===== src/rtl/pwm_ctrl_pkg.sv =====
// Shared definitions for the PWM duty-cycle controller front end.
//   btn_state_t : per-button sequencing states (idle / waiting for first repeat / repeating)
//   DEF_*       : default timing constants for a 100 MHz system clock
//   cnt_width() : counter width able to hold 0..max_val, never narrower than one bit
package pwm_ctrl_pkg;

   typedef enum logic [1:0] {
      BTN_IDLE      = 2'd0,
      BTN_HOLD_WAIT = 2'd1,
      BTN_REPEAT    = 2'd2
   } btn_state_t;

   localparam int DEF_DEBOUNCE_CYCLES = 1_000_000;
   localparam int DEF_REPEAT_DELAY    = 50_000_000;
   localparam int DEF_REPEAT_PERIOD   = 10_000_000;
   localparam int DEF_PULSE_LEN       = 4;

   function automatic int cnt_width(input int max_val);
      return (max_val < 1) ? 1 : $clog2(max_val + 1);
   endfunction

endpackage


===== src/rtl/button_debounce_repeat.sv =====
// One push-button channel: 2-flop synchroniser, debounce filter and
// press / auto-repeat sequencer.
// Ports:
//   clk, rst     : system clock, synchronous active-high reset
//   raw          : raw asynchronous button input, active-high
//   level        : debounced stable level of the button
//   press_event  : single-cycle request, raised on the cycle the stable level
//                  rises and on every repeat tick while held
module button_debounce_repeat
   import pwm_ctrl_pkg::*;
#(
   parameter int DEBOUNCE_CYCLES = DEF_DEBOUNCE_CYCLES,
   parameter int REPEAT_DELAY    = DEF_REPEAT_DELAY,
   parameter int REPEAT_PERIOD   = DEF_REPEAT_PERIOD
) (
   input  logic clk,
   input  logic rst,
   input  logic raw,
   output logic level,
   output logic press_event
);

   localparam int TIMER_MAX = (REPEAT_DELAY > REPEAT_PERIOD) ? REPEAT_DELAY : REPEAT_PERIOD;
   localparam int DW = cnt_width(DEBOUNCE_CYCLES);
   localparam int TW = cnt_width(TIMER_MAX);
   localparam bit REPEAT_EN = (REPEAT_DELAY != 0);
   localparam logic [DW-1:0] DB_LAST     = DW'(DEBOUNCE_CYCLES - 1);
   localparam logic [TW-1:0] DELAY_LAST  = REPEAT_EN ? TW'(REPEAT_DELAY - 1) : '0;
   localparam logic [TW-1:0] PERIOD_LAST = TW'(REPEAT_PERIOD - 1);

   logic            sync1_reg;
   logic            sync2_reg;
   logic            stable_reg;
   logic [DW-1:0]   db_cnt_reg;
   btn_state_t      state_reg;
   logic [TW-1:0]   timer_reg;

   // Synchroniser and debounce: the counter only runs while the synchronised
   // input disagrees with the stable level, so any bounce back restarts it.
   always_ff @(posedge clk) begin
      if (rst) begin
         sync1_reg  <= 1'b0;
         sync2_reg  <= 1'b0;
         stable_reg <= 1'b0;
         db_cnt_reg <= '0;
      end else begin
         sync1_reg <= raw;
         sync2_reg <= sync1_reg;
         if (sync2_reg == stable_reg) begin
            db_cnt_reg <= '0;
         end else if (db_cnt_reg == DB_LAST) begin
            stable_reg <= sync2_reg;
            db_cnt_reg <= '0;
         end else begin
            db_cnt_reg <= db_cnt_reg + DW'(1);
         end
      end
   end

   // Press / repeat sequencer. The timer restarts on every state change;
   // with repeats disabled it parks in HOLD_WAIT with a frozen timer.
   always_ff @(posedge clk) begin
      if (rst || !stable_reg) begin
         state_reg <= BTN_IDLE;
         timer_reg <= '0;
      end else begin
         case (state_reg)
            BTN_IDLE: begin
               state_reg <= BTN_HOLD_WAIT;
               timer_reg <= '0;
            end
            BTN_HOLD_WAIT: begin
               if (REPEAT_EN && timer_reg == DELAY_LAST) begin
                  state_reg <= BTN_REPEAT;
                  timer_reg <= '0;
               end else if (REPEAT_EN) begin
                  timer_reg <= timer_reg + TW'(1);
               end
            end
            BTN_REPEAT: begin
               if (timer_reg == PERIOD_LAST) begin
                  timer_reg <= '0;
               end else begin
                  timer_reg <= timer_reg + TW'(1);
               end
            end
            default: begin
               state_reg <= BTN_IDLE;
               timer_reg <= '0;
            end
         endcase
      end
   end

   // The request is decoded from state so that it appears in the same cycle
   // the stable level rises; the pulse stretcher downstream registers it.
   always_comb begin
      press_event = 1'b0;
      if (stable_reg) begin
         case (state_reg)
            BTN_IDLE:      press_event = 1'b1;
            BTN_HOLD_WAIT: press_event = REPEAT_EN && (timer_reg == DELAY_LAST);
            BTN_REPEAT:    press_event = (timer_reg == PERIOD_LAST);
            default:       press_event = 1'b0;
         endcase
      end
   end

   assign level = stable_reg;

endmodule


===== src/rtl/duty_button_conditioner.sv =====
// Front end for the PWM duty-cycle controller: turns two raw bouncing buttons
// into clean fixed-width increase/decrease request pulses.
// Ports:
//   clk, rst                   : system clock, synchronous active-high reset
//   btn_inc_raw, btn_dec_raw   : raw asynchronous buttons, active-high
//   increase_duty, decrease_duty : registered PULSE_LEN-cycle request pulses
//   inc_level, dec_level       : debounced stable button levels
// Channel 0 is "increase", channel 1 is "decrease".
module duty_button_conditioner
   import pwm_ctrl_pkg::*;
#(
   parameter int DEBOUNCE_CYCLES = DEF_DEBOUNCE_CYCLES,
   parameter int REPEAT_DELAY    = DEF_REPEAT_DELAY,
   parameter int REPEAT_PERIOD   = DEF_REPEAT_PERIOD,
   parameter int PULSE_LEN       = DEF_PULSE_LEN
) (
   input  logic clk,
   input  logic rst,
   input  logic btn_inc_raw,
   input  logic btn_dec_raw,
   output logic increase_duty,
   output logic decrease_duty,
   output logic inc_level,
   output logic dec_level
);

   localparam int SW = cnt_width(2 * PULSE_LEN);
   localparam logic [SW-1:0] HIGH_LAST = SW'(PULSE_LEN);
   localparam logic [SW-1:0] SPAN_LAST = SW'(2 * PULSE_LEN);

   logic [1:0] raw_vec;
   logic [1:0] level_vec;
   logic [1:0] event_vec;
   logic [1:0] pulse_vec;
   logic       lockout;

   assign raw_vec = {btn_dec_raw, btn_inc_raw};

   // Requests raised while both buttons are down are discarded; the
   // sequencers keep timing so repeats resume on their own schedule.
   assign lockout = level_vec[0] & level_vec[1];

   for (genvar gi = 0; gi < 2; gi++) begin : g_chan
      logic          accept;
      logic [SW-1:0] cnt_reg;
      logic          pulse_reg;

      button_debounce_repeat #(
         .DEBOUNCE_CYCLES (DEBOUNCE_CYCLES),
         .REPEAT_DELAY    (REPEAT_DELAY),
         .REPEAT_PERIOD   (REPEAT_PERIOD)
      ) u_btn (
         .clk         (clk),
         .rst         (rst),
         .raw         (raw_vec[gi]),
         .level       (level_vec[gi]),
         .press_event (event_vec[gi])
      );

      assign accept = event_vec[gi] & ~lockout;

      // cnt_reg runs 1..2*PULSE_LEN over one pulse plus its low gap; the
      // terminal count doubles as "ready" so a request landing exactly when
      // the gap ends is still taken (back-to-back at 2*PULSE_LEN spacing).
      always_ff @(posedge clk) begin
         if (rst) begin
            cnt_reg   <= '0;
            pulse_reg <= 1'b0;
         end else if ((cnt_reg == '0 || cnt_reg == SPAN_LAST) && accept) begin
            cnt_reg   <= SW'(1);
            pulse_reg <= 1'b1;
         end else if (cnt_reg == SPAN_LAST) begin
            cnt_reg <= '0;
         end else if (cnt_reg != '0) begin
            cnt_reg <= cnt_reg + SW'(1);
            if (cnt_reg == HIGH_LAST) begin
               pulse_reg <= 1'b0;
            end
         end
      end

      assign pulse_vec[gi] = pulse_reg;
   end

   assign increase_duty = pulse_vec[0];
   assign decrease_duty = pulse_vec[1];
   assign inc_level     = level_vec[0];
   assign dec_level     = level_vec[1];

endmodule


===== config.mk =====
export PLATFORM = sky130hd
export DESIGN_NAME = duty_button_conditioner
export DESIGN_NICKNAME = d
export VERILOG_FILES = /design/src/rtl/pwm_ctrl_pkg.sv /design/src/rtl/button_debounce_repeat.sv /design/src/rtl/duty_button_conditioner.sv
export SDC_FILE = /design/constraint.sdc
export NUM_CORES = 1
export LEC_CHECK = 0
export CORE_MARGIN = 2
export CORE_UTILIZATION = 30
export CTS_BUF_LIST = sky130_fd_sc_hd__clkbuf_4
export DETAILED_ROUTE_END_ITERATION = 8
export GPL_ROUTABILITY_DRIVEN = 0
export GPL_TIMING_DRIVEN = 0
export PLACE_DENSITY = 0.55
export SLEW_MARGIN = 20
export SYNTH_ARGS = -nofsm -noshare
export SYNTH_HDL_FRONTEND = slang
export SYNTH_HIERARCHICAL = 1
export SYNTH_SLANG_ARGS = --single-unit

===== constraint.sdc =====
create_clock -name clk -period 5.2 [get_ports clk]
set_clock_uncertainty 0.05 [all_clocks]
set_input_delay 1.04 -clock clk [delete_from_list [all_inputs] [get_ports clk]]
set_output_delay 1.04 -clock clk [all_outputs]
set_load 0.01 [all_outputs]

== Word-level counts from Yosys, hierarchy flattened ==
Cells that the tools add are included.
W data, S select, Z words.
Operators by class
  add/sub/neg operators: 6
  eq/ne operators: 20
  mux-type cells: 28
  bitwise gates (word level): 8
  reductions and logical operators: 30
Operator list (count)
  $mux W26: 4
  $pmux W26 S2: 2
  $add A26 B1 Y26 const B: 2
  $eq A26 B24 Y1 const B: 2
  $eq A26 B26 Y1 const B: 2
  $add A20 B1 Y20 const B: 2
  $eq A20 B20 Y1 const B: 2
  $mux W1: 16
  $pmux W2 S3: 2
  $reduce_or A3 Y1: 4
  $add A4 B1 Y4 const B: 2
  $eq A4 B3 Y1 const B: 2
  $eq A4 B4 Y1 const B: 2
  $logic_not A4 Y1: 2
  $ne A2 B1 Y1 const B: 4
  $reduce_and A2 Y1: 4
  $reduce_bool A2 Y1: 4
  $reduce_bool A4 Y1: 2
  $pmux W1 S3: 2
  $reduce_and A3 Y1: 2
  $reduce_bool A3 Y1: 2
  $not A1 Y1: 5
  $eq A2 B1 Y1 const B: 2
  $eq A2 B2 Y1 const B: 2
  7 further kinds: 17
Word-level totals
  flip-flop bits (word level): 112
  bits of input ports: 4
  output and inout bits: 4
  word-level logic and storage cells: 110

== Logic depth before layout (Yosys ltp) ==
  depth in word-level cells: 7
  depth in mapped cells: 8
  depth with buffers taken out: 8

== Hierarchy ==
Netlist, hierarchy kept.
By module, submodules not included
  button_debounce_repeat: times used 2, cells an instance 290, area an instance 2566.2 µm², seq. area each 1021.0 µm²
  duty_button_conditioner: times used 1, cells an instance 58, area an instance 519.2 µm², seq. area each 200.2 µm²

== Least setup slack after synthesis ==
Ideal clock, no wire load.
  kind: reg-to-reg
  start: register g_chan[1].u_btn.timer_reg[0]
  end: register g_chan[1].pulse_reg, in the netlist decrease_duty
  library setup time: 112 ps
  arrival time: 1939 ps
  data required time: 5038 ps
  path slack: 3099 ps
  stages on the path, launching flop included: 9
  buffers on the path: 0
  period minus slack after synthesis: 2101 ps
  cell sequence: dfxtp_1 ha_1 and4_1 nand4_1 nor3b_1 a32o_1 a21boi_1 a21oi_1 a2111oi_1
Between the ends
  cells in the longest elaborated chain, start to end: 7
  elaborated cells between the ends (all ways): 11
  classes of those cells: eq/ne: 3; mux: 3; bitwise: 1; reduce/logical: 4
Ends and longest elaborated chain
  start, declared: line button_debounce_repeat.sv:36  | logic [TW-1:0] timer_reg;
  start signal, assigned: line button_debounce_repeat.sv:77  | timer_reg <= timer_reg + TW'(1);
  start signal, assigned: line button_debounce_repeat.sv:84  | timer_reg <= timer_reg + TW'(1);
  $eq A26 B24 Y1 / $eq A26 B26 Y1 (equally long branches): line button_debounce_repeat.sv:103, button_debounce_repeat.sv:102
  $pmux W1 S3 (*): line button_debounce_repeat.sv:100  | case (state_reg)
  $mux W1 (*): line button_debounce_repeat.sv:99  | if (stable_reg) begin
  named net event_vec[1]: line duty_button_conditioner.sv:33  | logic [1:0] event_vec;
  $and A1 B1 Y1 (*): line duty_button_conditioner.sv:60  | assign accept = event_vec[gi] & ~lockout;
  $logic_and A1 B1 Y1 (*): line duty_button_conditioner.sv:69  | end else if ((cnt_reg == '0 || cnt_reg == SPAN_LAST) && accept) begin
  $ne A2 B1 Y1 (no source line) / $reduce_bool A2 Y1 (equally long branches)
  $reduce_and A3 Y1 (no source line)
  end signal, assigned: line duty_button_conditioner.sv:68  | pulse_reg <= 1'b0;
  end signal, assigned: line duty_button_conditioner.sv:71  | pulse_reg <= 1'b1;
  end signal, assigned: line duty_button_conditioner.sv:77  | pulse_reg <= 1'b0;
  end, declared: line duty_button_conditioner.sv:46  | logic pulse_reg;
The timed path passes the listed nets; every way through them passes the cells marked *.
A chain may end at the register's enable or synchronous reset.

== Worst setup path after layout ==
  start: input port rst
  end: register g_chan[1].u_btn.timer_reg[3]
Between the ends
  cells in the longest elaborated chain, start to end: 1
Ends and longest elaborated chain
  start, declared: line duty_button_conditioner.sv:18  | input logic rst,
  $logic_or A1 B1 Y1: line button_debounce_repeat.sv:63  | if (rst || !stable_reg) begin
No other way between the ends.

==> metrics.txt <==
CTS clock-pin slew for the worst setup and hold paths between 0.15 and 0.2 ns; number of port buffers 7; HP Start g_chan[1].u_btn/sync1_reg; setup TNS 0 ns; status completed; Post-Syn Area 5650 um2; Starting Density 0.304; slowest stage delay, CP between 0.6 and 0.7 ns; WL/cell 13.1 um; Hold WC Path Type reg2reg; DRT Pass-1 Iters 5; clock power share 0.333; PostCTS Resize Cnt 0; Setup violations, final 0; cts hold-fix bufs 0; Setup crit start rst; power per cell area around 230 nW/um2; GRT Util Overall 0.122; die boundary width ~140 um; fillcell total approximately 1900; H-tree levels 3; syn nets 660; net switching power ~0.36 mW; Final Hold Slack around 0.4 ns; CP Class in2reg; first-pass GRT wire length around 20000 um; max FFs per register 52; Avg Vias per Cell roughly 5.2; Post-Layout Cell Count around 900; relative slew slack 0.485; Switching Share 0.255; most common cell after layout, fill and taps aside dfxtp_1; CP delay by family, top buffers and inverters; Ys Warns 6; Setup Buffers After CTS 0; LEAKAGE about 1.7 nW; clock sinks 112; top_reg_cell synth dfxtp_1; worst vdd ir between 0.1 and 0.15 mV; area of the multi-input gates about 3200 um2; max-slew violations 0; IO Pins 8; Seq pwr share 0.619; Core Footprint ~19000 um2; DPL Wire Length just over 8000 um; Reg2Reg Setup Slack roughly 2.5 ns; max cap viols 0; TritonCTS clock tree built; row count 50; RSZ-0062 raised after global routing false; total die area approximately 20000 um2; vias in the first global route ~4300; initial DRC count roughly 250; critical path arrival 3.18 ns; largest net degree at the start of global routing 21; Synth async-reset ratio 0; buffers and inverters on the worst path 2; FF+latch area 2240 um2; Cells after Synth 638; Root Buffer clkbuf_4; P_int between 1 and 1.5 mW; Critical Path Sink Type register; critical-path cell list clkdlybuf4s50_1 > nor2b_1 > o2111ai_1 > clkbuf_1 > a21oi_1; post-layout min period ~2.8 ns; crit start category input pin; Total Routed Length around 12000 um; Num CTS Buffers 9; Synth Register Bits 112; Comb pwr share 0.048; number of distinct library cells after synthesis 54; CTS Buffer Depth 2; DRC viols 0; CP required 5.58 ns; Die Ht roughly 140 um; commonest non-fill, non-tap cells in the layout dfxtp_1, a21oi_1, nand2_1, nand3_1; antenna violations before repair 1; placed cells 879; DR vias ~4700; worst-margin pin slew approximately 0.77 ns; fin nets between 600 and 700; Post-Syn Area per Cell 8.86 um2; layout cells sized above 1 0.0530; Area Growth Syn to Fin 9.23%; CP max FO 15; final hold viol count 0; sequential fraction of the synthesis area 0.397; R2R Path Start g_chan[1].u_btn/timer_reg[0]; Post-DRT Antenna Nets 0; Final period util 0.537; Worst-Skew Late Latency roughly 0.50 ns; fmax 358 MHz; total grt overflow 0; number of flops mapped to enable cells by yosys 0; Slowest cell on crit path clkdlybuf4s50_1
==> metal layers <==
metal,track usage,part of all wire,vias up
met5,0,0,-
met4,0.0426,0.014,0
met3,0.0219,0.026,11
met2,0.203,0.46,47
li1,-,-,2439
met1,0.158,0.50,2201
==> logic make-up (layout without fill, tap and decap cells) <==
group | after synthesis | count (layout) | synth area share
and+or+nand+nor | 274 | 274 | 0.285
DFF | 112 | 112 | 0.397
xor gates and xnor gates | 48 | 48 | 0.0744
buffers and inverters | 51 | 74 | 0.0379
muxes | 4 | 4 | 0.00708
AOI/OAI and AO/OA | 131 | 131 | 0.159
adders and majority gates | 18 | 18 | 0.0399
other | 0 | 1 | 0
==> stage by stage <==
step                utilization  power [mW]  area (um2)  worst slack, ns
floorplan                     -       0.949        5650             3.10
global placement          0.324       0.964        6010             1.80
detailed placement        0.324       0.964        6010             1.84
CTS                       0.332        1.45        6170             2.38
global route              0.332        1.49        6170             2.19
finish                    0.332        1.42        6170             2.41
==> path summary, 6_finish.rpt <==
check / to / cells after the start
max: g_chan[1].u_btn/timer_reg[3] / 5
min: g_chan[1].u_btn/sync2_reg / 1
max reg2reg: g_chan[1].u_btn/timer_reg[3] / 6
min reg2reg: g_chan[1].u_btn/sync2_reg / 1
==> synth_stat cells, types with 4 or more instances <==
cell type / n / area [um2]
dfxtp_1: 112 / 2240
a21oi_1: 43 / 215
nand2_1: 42 / 158
nand3_1: 42 / 210
nor2_1: 34 / 128
xnor2_1: 34 / 298
inv_1: 30 / 113
or4_1: 29 / 218
o31ai_1: 28 / 210
a22oi_1: 24 / 180
nand4_1: 24 / 150
ha_1: 18 / 225
and4_1: 16 / 140
nor4_1: 14 / 87.6
xor2_1: 14 / 123
nor3_1: 13 / 65.1
clkbuf_1: 12 / 45.0
nor2b_1: 10 / 62.6
o21ai_0: 10 / 50.1
nor4bb_1: 9 / 90.1
or3_1: 9 / 56.3
and3_1: 8 / 50.1
and2_1: 6 / 37.5
buf_2: 4 / 20.0
mux2i_1: 4 / 40.0
==> worst register-to-register path: stages, from the launching register on <==
cell and delay, ns:
dfxtp_1 0.42, ha_1 0.23, and4_1 0.29, nand4_1 0.29
o2111ai_1 0.74, clkbuf_1 0.44, a21oi_1 0.13
==> power groups by stage <==
stage | clock network, mW | logic [mW] | registers (mW)
after floorplan | 0 | 0.0562 | 0.892
after global placement | 0 | 0.0684 | 0.895
after detailed placement | 0 | 0.0693 | 0.895
after CTS | 0.501 | 0.0691 | 0.878
after global routing | 0.532 | 0.0791 | 0.880
final | 0.473 | 0.0682 | 0.877
==> area by class of cell <==
class	count	area share
Antenna cell	1	0.000405
Buffer	21	0.0164
Clock buffer	9	0.0109
Clock inverter	7	0.0144
Inverter	30	0.0182
Multi-Input combinational cell	475	0.518
Sequential cell	112	0.363
Tap cell	234	0.0474
Timing Repair Buffer	7	0.0113
Power figures use the tool's default switching activity.
